### src/rtl/spike_window_scheduler.sv
// spike_window_scheduler
// Counts spike rising edges per channel over fixed-length windows, snapshots
// the counts at each window boundary and streams the snapshot out one channel
// per valid/ready transfer, in channel order.
module spike_window_scheduler #(
    parameter int N_CH  = 4,
    parameter int CNT_W = 32,
    parameter int LEN_W = 32,
    parameter int CH_W  = 4
) (
    input  logic             clk,
    input  logic             reset,
    input  logic             enable,
    input  logic [LEN_W-1:0] window_len,
    input  logic [N_CH-1:0]  spike,
    output logic             window_tick,
    output logic             out_valid,
    input  logic             out_ready,
    output logic [CH_W-1:0]  out_ch,
    output logic [CNT_W-1:0] out_cnt,
    output logic             busy,
    output logic             overrun
);

    typedef enum logic {
        IDLE,
        SEND
    } state_t;

    state_t           state;
    logic [LEN_W-1:0] timer;
    logic [LEN_W-1:0] len_q;
    logic [LEN_W-1:0] len_eff;
    logic             tick;
    logic [N_CH-1:0]  spike_d;
    logic [N_CH-1:0]  rise;
    logic [CNT_W-1:0] live     [N_CH];
    logic [CNT_W-1:0] live_inc [N_CH];
    logic [CNT_W-1:0] snap     [N_CH];
    logic [CNT_W-1:0] next_word;
    logic [CH_W-1:0]  ch;

    // Window length: sampled live at timer 0, held for the rest of the window, minimum 2
    always_comb begin
        len_eff = (timer == '0) ? window_len : len_q;
        if (len_eff < LEN_W'(2)) begin
            len_eff = LEN_W'(2);
        end
        tick = enable && (timer == len_eff - LEN_W'(1));
    end

    // Per-channel rising-edge detect and saturating increment including this cycle's edge
    always_comb begin
        rise = spike & ~spike_d;
        for (int unsigned i = 0; i < N_CH; i++) begin
            live_inc[i] = (rise[i] && (live[i] != '1)) ? live[i] + CNT_W'(1) : live[i];
        end
    end

    // Snapshot word for the channel following the one currently presented
    always_comb begin
        next_word = '0;
        for (int unsigned i = 0; i < N_CH; i++) begin
            if (CH_W'(i) == ch + CH_W'(1)) begin
                next_word = snap[i];
            end
        end
    end

    // Window timer: runs 0..len-1 while enabled, parked at 0 otherwise
    always_ff @(posedge clk or posedge reset) begin
        if (reset) begin
            timer <= '0;
            len_q <= '0;
        end else begin
            if (timer == '0) begin
                len_q <= len_eff;
            end
            if (!enable || tick) begin
                timer <= '0;
            end else begin
                timer <= timer + LEN_W'(1);
            end
        end
    end

    // Live counters and snapshot capture; a boundary edge lands in both windows
    always_ff @(posedge clk or posedge reset) begin
        if (reset) begin
            spike_d <= '0;
            for (int unsigned i = 0; i < N_CH; i++) begin
                live[i] <= '0;
                snap[i] <= '0;
            end
        end else begin
            spike_d <= spike;
            for (int unsigned i = 0; i < N_CH; i++) begin
                if (!enable) begin
                    live[i] <= '0;
                end else if (tick) begin
                    live[i] <= CNT_W'(rise[i]);
                end else begin
                    live[i] <= live_inc[i];
                end
                if (tick && (state == IDLE)) begin
                    snap[i] <= live_inc[i];
                end
            end
        end
    end

    // Readout FSM with registered channel/count outputs and sticky overrun flag
    always_ff @(posedge clk or posedge reset) begin
        if (reset) begin
            state   <= IDLE;
            ch      <= '0;
            out_cnt <= '0;
            overrun <= 1'b0;
        end else begin
            if (tick && (state != IDLE)) begin
                overrun <= 1'b1;
            end
            case (state)
                IDLE: begin
                    if (tick) begin
                        state   <= SEND;
                        ch      <= '0;
                        out_cnt <= live_inc[0];
                    end
                end
                SEND: begin
                    if (out_ready) begin
                        if (ch == CH_W'(N_CH - 1)) begin
                            state   <= IDLE;
                            ch      <= '0;
                            out_cnt <= '0;
                        end else begin
                            ch      <= ch + CH_W'(1);
                            out_cnt <= next_word;
                        end
                    end
                end
            endcase
        end
    end

    assign window_tick = tick;
    assign out_valid   = (state == SEND);
    assign busy        = (state == SEND);
    assign out_ch      = ch;

endmodule

### config.mk
export PLATFORM = sky130hd
export DESIGN_NAME = spike_window_scheduler
export DESIGN_NICKNAME = d
export VERILOG_FILES = /design/src/rtl/spike_window_scheduler.sv
export SDC_FILE = /design/constraint.sdc
export NUM_CORES = 1
export LEC_CHECK = 0
export CORE_ASPECT_RATIO = 1.5
export CORE_MARGIN = 2
export CORE_UTILIZATION = 52
export DETAILED_ROUTE_END_ITERATION = 16
export GPL_TIMING_DRIVEN = 0
export HOLD_SLACK_MARGIN = 0.1
export PLACE_DENSITY = 0.7
export SYNTH_ARGS = -nofsm -noshare
export SYNTH_HDL_FRONTEND = slang
export SYNTH_SLANG_ARGS = --single-unit
### constraint.sdc
create_clock -name clk -period 24 [get_ports clk]
set_input_delay 3.6 -clock clk [delete_from_list [all_inputs] [get_ports clk]]
set_output_delay 3.6 -clock clk [all_outputs]
set_load 0.02 [all_outputs]
======== Word-level counts from Yosys, hierarchy flattened ========
Cells that the tools add are included.
storage, ports and cells
  register bits after elaboration ......... 362
cells by class
  reductions and logical operators ........ 12
  eq/ne operators ......................... 11
  mux-type cells .......................... 31
  bitwise logic cells ..................... 3
  add/sub/neg operators ................... 7
  order comparisons ....................... 1
operators by type and width
  kind                                                                            count
  32-bit two-way mux                                                              22
  32-bit by 1-bit adder with 32-bit output (second input constant)                5
  32-bit inequality test (second input constant)                                  4
  32-bit case mux with 2 select lines                                             1
  32-bit == test                                                                  1
  32-bit zero test                                                                1
  32-bit by 2-bit less-than comparator with 1-bit output (second input constant)  1
  32-bit by 1-bit subtractor with 32-bit output (second input constant)           1
  4-bit two-way mux                                                               3
  2-bit by 4-bit == test with 1-bit output (first input constant)                 2
  4-bit case mux with 2 select lines                                              1
  1-bit logical AND                                                               7
  4-bit by 1-bit adder with 4-bit output (second input constant)                  1
  4-bit bitwise AND                                                               1
  1-bit by 4-bit == test with 1-bit output (first input constant)                 1
  4-bit by 2-bit == test with 1-bit output (second input constant)                1
  4-bit zero test                                                                 1
  2-bit inequality test (second input constant)                                   2
  4-bit NOT                                                                       1
  1-bit two-way mux                                                               3
  1-bit case mux with 2 select lines                                              1
  2-bit AND reduction                                                             1
  1-bit zero test                                                                 1
  1-bit logical OR                                                                1
  1-bit NOT                                                                       1

======== Longest topological paths before layout ========
Gate-level depths: netlist of the first run.
  depth after elaboration ................. 9
  depth in mapped cells ................... 26
  gate-level depth less buffers ........... 18

======== Least setup slack after synthesis of the first run ========
OpenSTA, ideal clock, no wires.
  path kind ............................... in2out
  from .................................... input window_len[8]
  to ...................................... output window_tick
  arrival ................................. 8527 ps
  stages on the path ...................... 17
  slack ................................... 11873 ps
  required time ........................... 20400 ps
  buffers on the path ..................... 2
  cells stage by stage .................... or4_1 -> clkbuf_1 -> nor4_2 -> nand3_1 -> mux2_2 -> nand2_1 -> ha_1 -> or4b_2 -> clkbuf_1 -> or4_1 -> a211oi_1 -> o221ai_1 -> mux2_2 -> mux2i_1 -> and4b_1 -> nand4_1 -> nor3_1
between the ends
  word-level cells in the longest chain between the ends .. 6
RTL lines
  what                                                    line  RTL
  from (decl)                                             14    input logic [LEN_W-1:0] window_len,
  32-bit two-way mux (*)                                  45    len_eff = (timer == '0) ? window_len : len_q;
  32-bit by 2-bit less-than comparator with 1-bit output  46    if (len_eff < LEN_W'(2)) begin
  32-bit two-way mux (*)                                  46
  32-bit by 1-bit subtractor with 32-bit output (*)       49    tick = enable && (timer == len_eff - LEN_W'(1));
  32-bit == test (*)                                      49
  1-bit logical AND (*)                                   49
  to (decl)                                               16    output logic window_tick,
Mark *: on every way between the ends. The rest lies on a longest branch, timed or not.

======== Worst setup path after layout of the first run ========
Ends and elaborated chain as after synthesis.

==> flow_metrics.tcl, run 1 <==
set metrics [dict create \
    status "complete, no violations" \
    synthAdderAreaFrac 0.00688 \
    die_w_um 164 \
    startpoint "window_len[8]" \
    dpl_worst_slack_ps 8750 \
    place_congestion 1.04 \
    ys_seq_area_frac 0.453 \
    grt_pass1_wl_mm 110 \
    maxCapViolCount 0 \
    syn_to_final_growth_pct 13.7 \
    finalClockSkew_ps 13.7 \
    first_pass_iters 7 \
    rows 88 \
    synth_flop_cell "dfrtp_1" \
    setup_viol 0 \
    tritoncts "built" \
    hpwl_mm 56.4 \
    synth_cell_types 79 \
    clockBufferDepth 3 \
    first_global_vias 18300 \
    drv_slew 0 \
    powerDensity_mw_per_mm2 79.9 \
    ios 80 \
    multiInputGateArea_mm2 0.0101 \
    place_area_mm2 0.0215 \
    post-cts-setup-buffers 0 \
    slowest_stage "nor4_1" \
    synth-simple-area-share 0.224 \
    synth-xor-area-share 0.0865 \
    grt_setup_unrepaired "false" \
    grt_max_degree 118 \
    initial_utilization 0.523 \
    cts.sinks 362 \
    hold_class "reg -> reg" \
    drive_gt1_frac 0.0668 \
    hold_slack_ps 461 \
    r2r-start "timer[0]" \
    die_area_mm2 0.0401 \
    peakVddDrop_mv 0.0626 \
    fin_crit_ps 15520 \
    clk_latency_ps 540 \
    drc 0 \
    max_stage_delay_ps 970 \
    nets 2345 \
    ys_warn_count 0 \
    crit_type "in -> out" \
    ant_nets 0 \
    gr-total-overflow 0 \
    grt_use_total 0.371 \
    setup_tns_ps 0 \
    fp.coreArea_mm2 0.0382 \
    numCtsBuffers 38 \
    synthMuxAreaShare 0.0215 \
    layout_setup_ws_ps 8480 \
    start_kind "input pin" \
    htree_num_levels 2 \
    register_area_mm2 0.00906 \
    worstHoldStart "overrun" \
    dr.first_iter.drc_count 1638 \
    fmax_ghz 0.0644 \
    routed_wl_mm 73.2 \
    syn_area_mm2 0.0200 \
    final_cell_area_mm2 0.0227 \
    async_flop_share 1.00 \
    slew_headroom 0.143 \
    routedWlPerCell_um 26.0 \
    antenna_found_initial 0 \
    vias 18000 \
    p_leak_nw 9.20 \
    netlist_instances 2173 \
    clockRootBuffer "clkbuf_16" \
    cts_resized 0 \
    synth_edf_count 0 \
    ys_seq_elements 362 \
    endpoint_kind "output port" \
    path_clk_slew_ps 60 \
    fillers 3348 \
    fp.dieH_um 244 \
    cp_data_required_time_ps 20400 \
    whs_path_depth 1 \
    diodes 0 \
    syn_avg_cell_area_um2 9.20 \
    hold_viol 0 \
    fin_crit_sh 0.647 \
    synth_top_family_by_area "simple AND/OR/NAND/NOR gates" \
    vias_per_cell 6.37 \
    crit_chain "clkdlybuf4s50_1 -> or4_1 -> clkbuf_1 -> nor4_2 -> nand3_1 -> mux2_2 -> nand2_1 -> ha_1 -> or4b_2 -> clkbuf_1 -> nor4_1 -> o211ai_1 -> a221oi_1 -> mux2i_1 -> mux2i_1 -> and4b_1 -> nand4_1 -> nor3_1 -> clkdlybuf4s50_1" \
    synth-compound-area-share 0.166 \
    io_buffers 77 \
    cp.arrival_ps 11920 \
    cts_hold_buf 0 \
    worstMarginPinSlew_ps 1270 \
    reg2reg_depth 26 \
    crit_fanout 10 \
    synth_fp_nets 2224 \
]
==> power breakdown <==
part	switching [W]	internal (W)
clock network	0.000256	0.000341
registers	0.0000446	0.000650
logic	0.000353	0.000173
total	0.000653	0.00116
==> per-layer routing <==
layer	vias to the layer above	share of wire	track usage
li1	8121	-	-
met1	8782	0.34	0.387
met2	754	0.50	0.644
met3	293	0.049	0.0451
met4	0	0.11	0.329
met5	-	0	0
==> state kept, by name, summed over array words and instances, names as in the netlist <==
| register | count |
|---|---|
| overrun | 1 |
| timer | 32 |
| out_cnt | 32 |
| spike_d | 4 |
| busy | 1 |
| out_ch | 4 |
| snap | 128 |
| len_q | 32 |
| live | 128 |
==> critical path, delay by kind of cell <==
kind	cells	cell delay, ps
and+or+nand+nor	9	4450
muxes	3	1180
AOI/OAI and AO/OA	2	720
adders and majority gates	1	250
buffers and inverters	4	1720
==> stage by stage <==
| step | utilization | cells | power, W |
|---|---|---|---|
| floorplan | - | 2173 | 0.00101 |
| global placement | 0.560 | 2745 | 0.00121 |
| detailed placement | 0.563 | 2749 | 0.00122 |
| CTS | 0.595 | 2816 | 0.00181 |
| global route | 0.595 | 2816 | 0.00189 |
| finish | 0.595 | 2816 | 0.00182 |
==> final timing paths <==
check | to | slack [ps]
worst max-delay path | window_tick | 8480
worst min-delay path | overrun | 460
worst max register to register | timer[22] | 13740
worst min register to register | overrun | 460
max in group asynchronous | live[14] | 18700
min in group asynchronous | timer[26] | 3540
==> Yosys cell counts, drive strengths merged, types with 7 or more instances <==
| cell | n | area share |
|---|---|---|
| mux2 | 23 | 0.013 |
| and2 | 31 | 0.0097 |
| and4 | 23 | 0.010 |
| nand4b | 9 | 0.0039 |
| a31oi | 7 | 0.0022 |
| o22ai | 33 | 0.010 |
| a311o | 15 | 0.0075 |
| nor2 | 229 | 0.043 |
| nor3b | 7 | 0.0026 |
| nand3 | 115 | 0.029 |
| o31ai | 113 | 0.042 |
| dfrtp | 362 | 0.45 |
| buf | 57 | 0.015 |
| xnor2 | 83 | 0.036 |
| nor3 | 32 | 0.0083 |
| mux2i | 17 | 0.0085 |
| nor2b | 29 | 0.0091 |
| or3 | 16 | 0.0055 |
| or4 | 18 | 0.0069 |
| o21ai | 134 | 0.034 |
| ha | 11 | 0.0069 |
| xor2 | 109 | 0.048 |
| o211ai | 16 | 0.0060 |
| and3 | 38 | 0.012 |
| nand4 | 44 | 0.014 |
| a311oi | 33 | 0.014 |
| nand2b | 17 | 0.0053 |
| nand2 | 202 | 0.038 |
| clkbuf | 98 | 0.018 |
| a211oi | 13 | 0.0049 |
| o221ai | 14 | 0.0089 |
| nor4 | 54 | 0.018 |
| a21o | 8 | 0.0030 |
| inv | 48 | 0.0090 |
| a21oi | 47 | 0.012 |
==> cell usage in the layout, fill, tap and decap left out, drive strengths merged, types with 8 or more instances in the layout <==
master | synthesis | routed
mux2i | 17 | 17
xnor2 | 83 | 83
nor2 | 229 | 229
mux2 | 23 | 23
a211oi | 13 | 13
buf | 57 | 61
or3 | 16 | 16
o211ai | 16 | 16
nor2b | 29 | 29
clkdlybuf4s50 | 0 | 77
a21o | 8 | 8
o221ai | 14 | 14
a311oi | 33 | 33
nor4 | 54 | 54
dfrtp | 362 | 362
a21oi | 47 | 47
and4 | 23 | 23
clkbuf | 98 | 151
nand2b | 17 | 17
nor3 | 32 | 32
clkinv | 0 | 9
nand2 | 202 | 202
o21ai | 134 | 134
and2 | 31 | 31
nand4 | 44 | 44
o31ai | 113 | 113
a311o | 15 | 15
xor2 | 109 | 109
nand3 | 115 | 115
o22ai | 33 | 33
ha | 11 | 11
inv | 48 | 48
nand4b | 9 | 9
or4 | 18 | 18
and3 | 38 | 38
==> area by class of cell <==
type / count / share of cell area
sequential: 362 / 0.398
clock buffer: 53 / 0.0497
multi-input combinational: 1608 / 0.444
buffer: 155 / 0.0294
inverter: 48 / 0.00825
clock inverter: 14 / 0.00495
timing repair buffer: 81 / 0.0379
tap: 495 / 0.0272
==> kinds of logic after synthesis <==
family	count (synthesis)
multiplexers	40
buffers and inverters	203
adder cells (fa/ha/maj)	11
AO/OA/AOI/OAI	476
flip-flops	362
AND/OR/NAND/NOR	887
XOR/XNOR	194
Power figures use the tool's default switching activity.
==> run 2: changes to the inputs <==
- clock period: 24 -> 14.71 ns (I/O delays scaled with it)
==> results of run 2 <==
Same layout as run 1 (identical final DEF). Status: complete, no violations.
Main changes from that run: setup slack after placement 8750 ps -> 2240 ps; setup slack after layout 8480 ps -> 1980 ps; register-to-register setup slack 13740 ps -> 4450 ps; total power 0.00182 W -> 0.00297 W; worst IR drop on VDD 0.0626 mV -> 0.102 mV
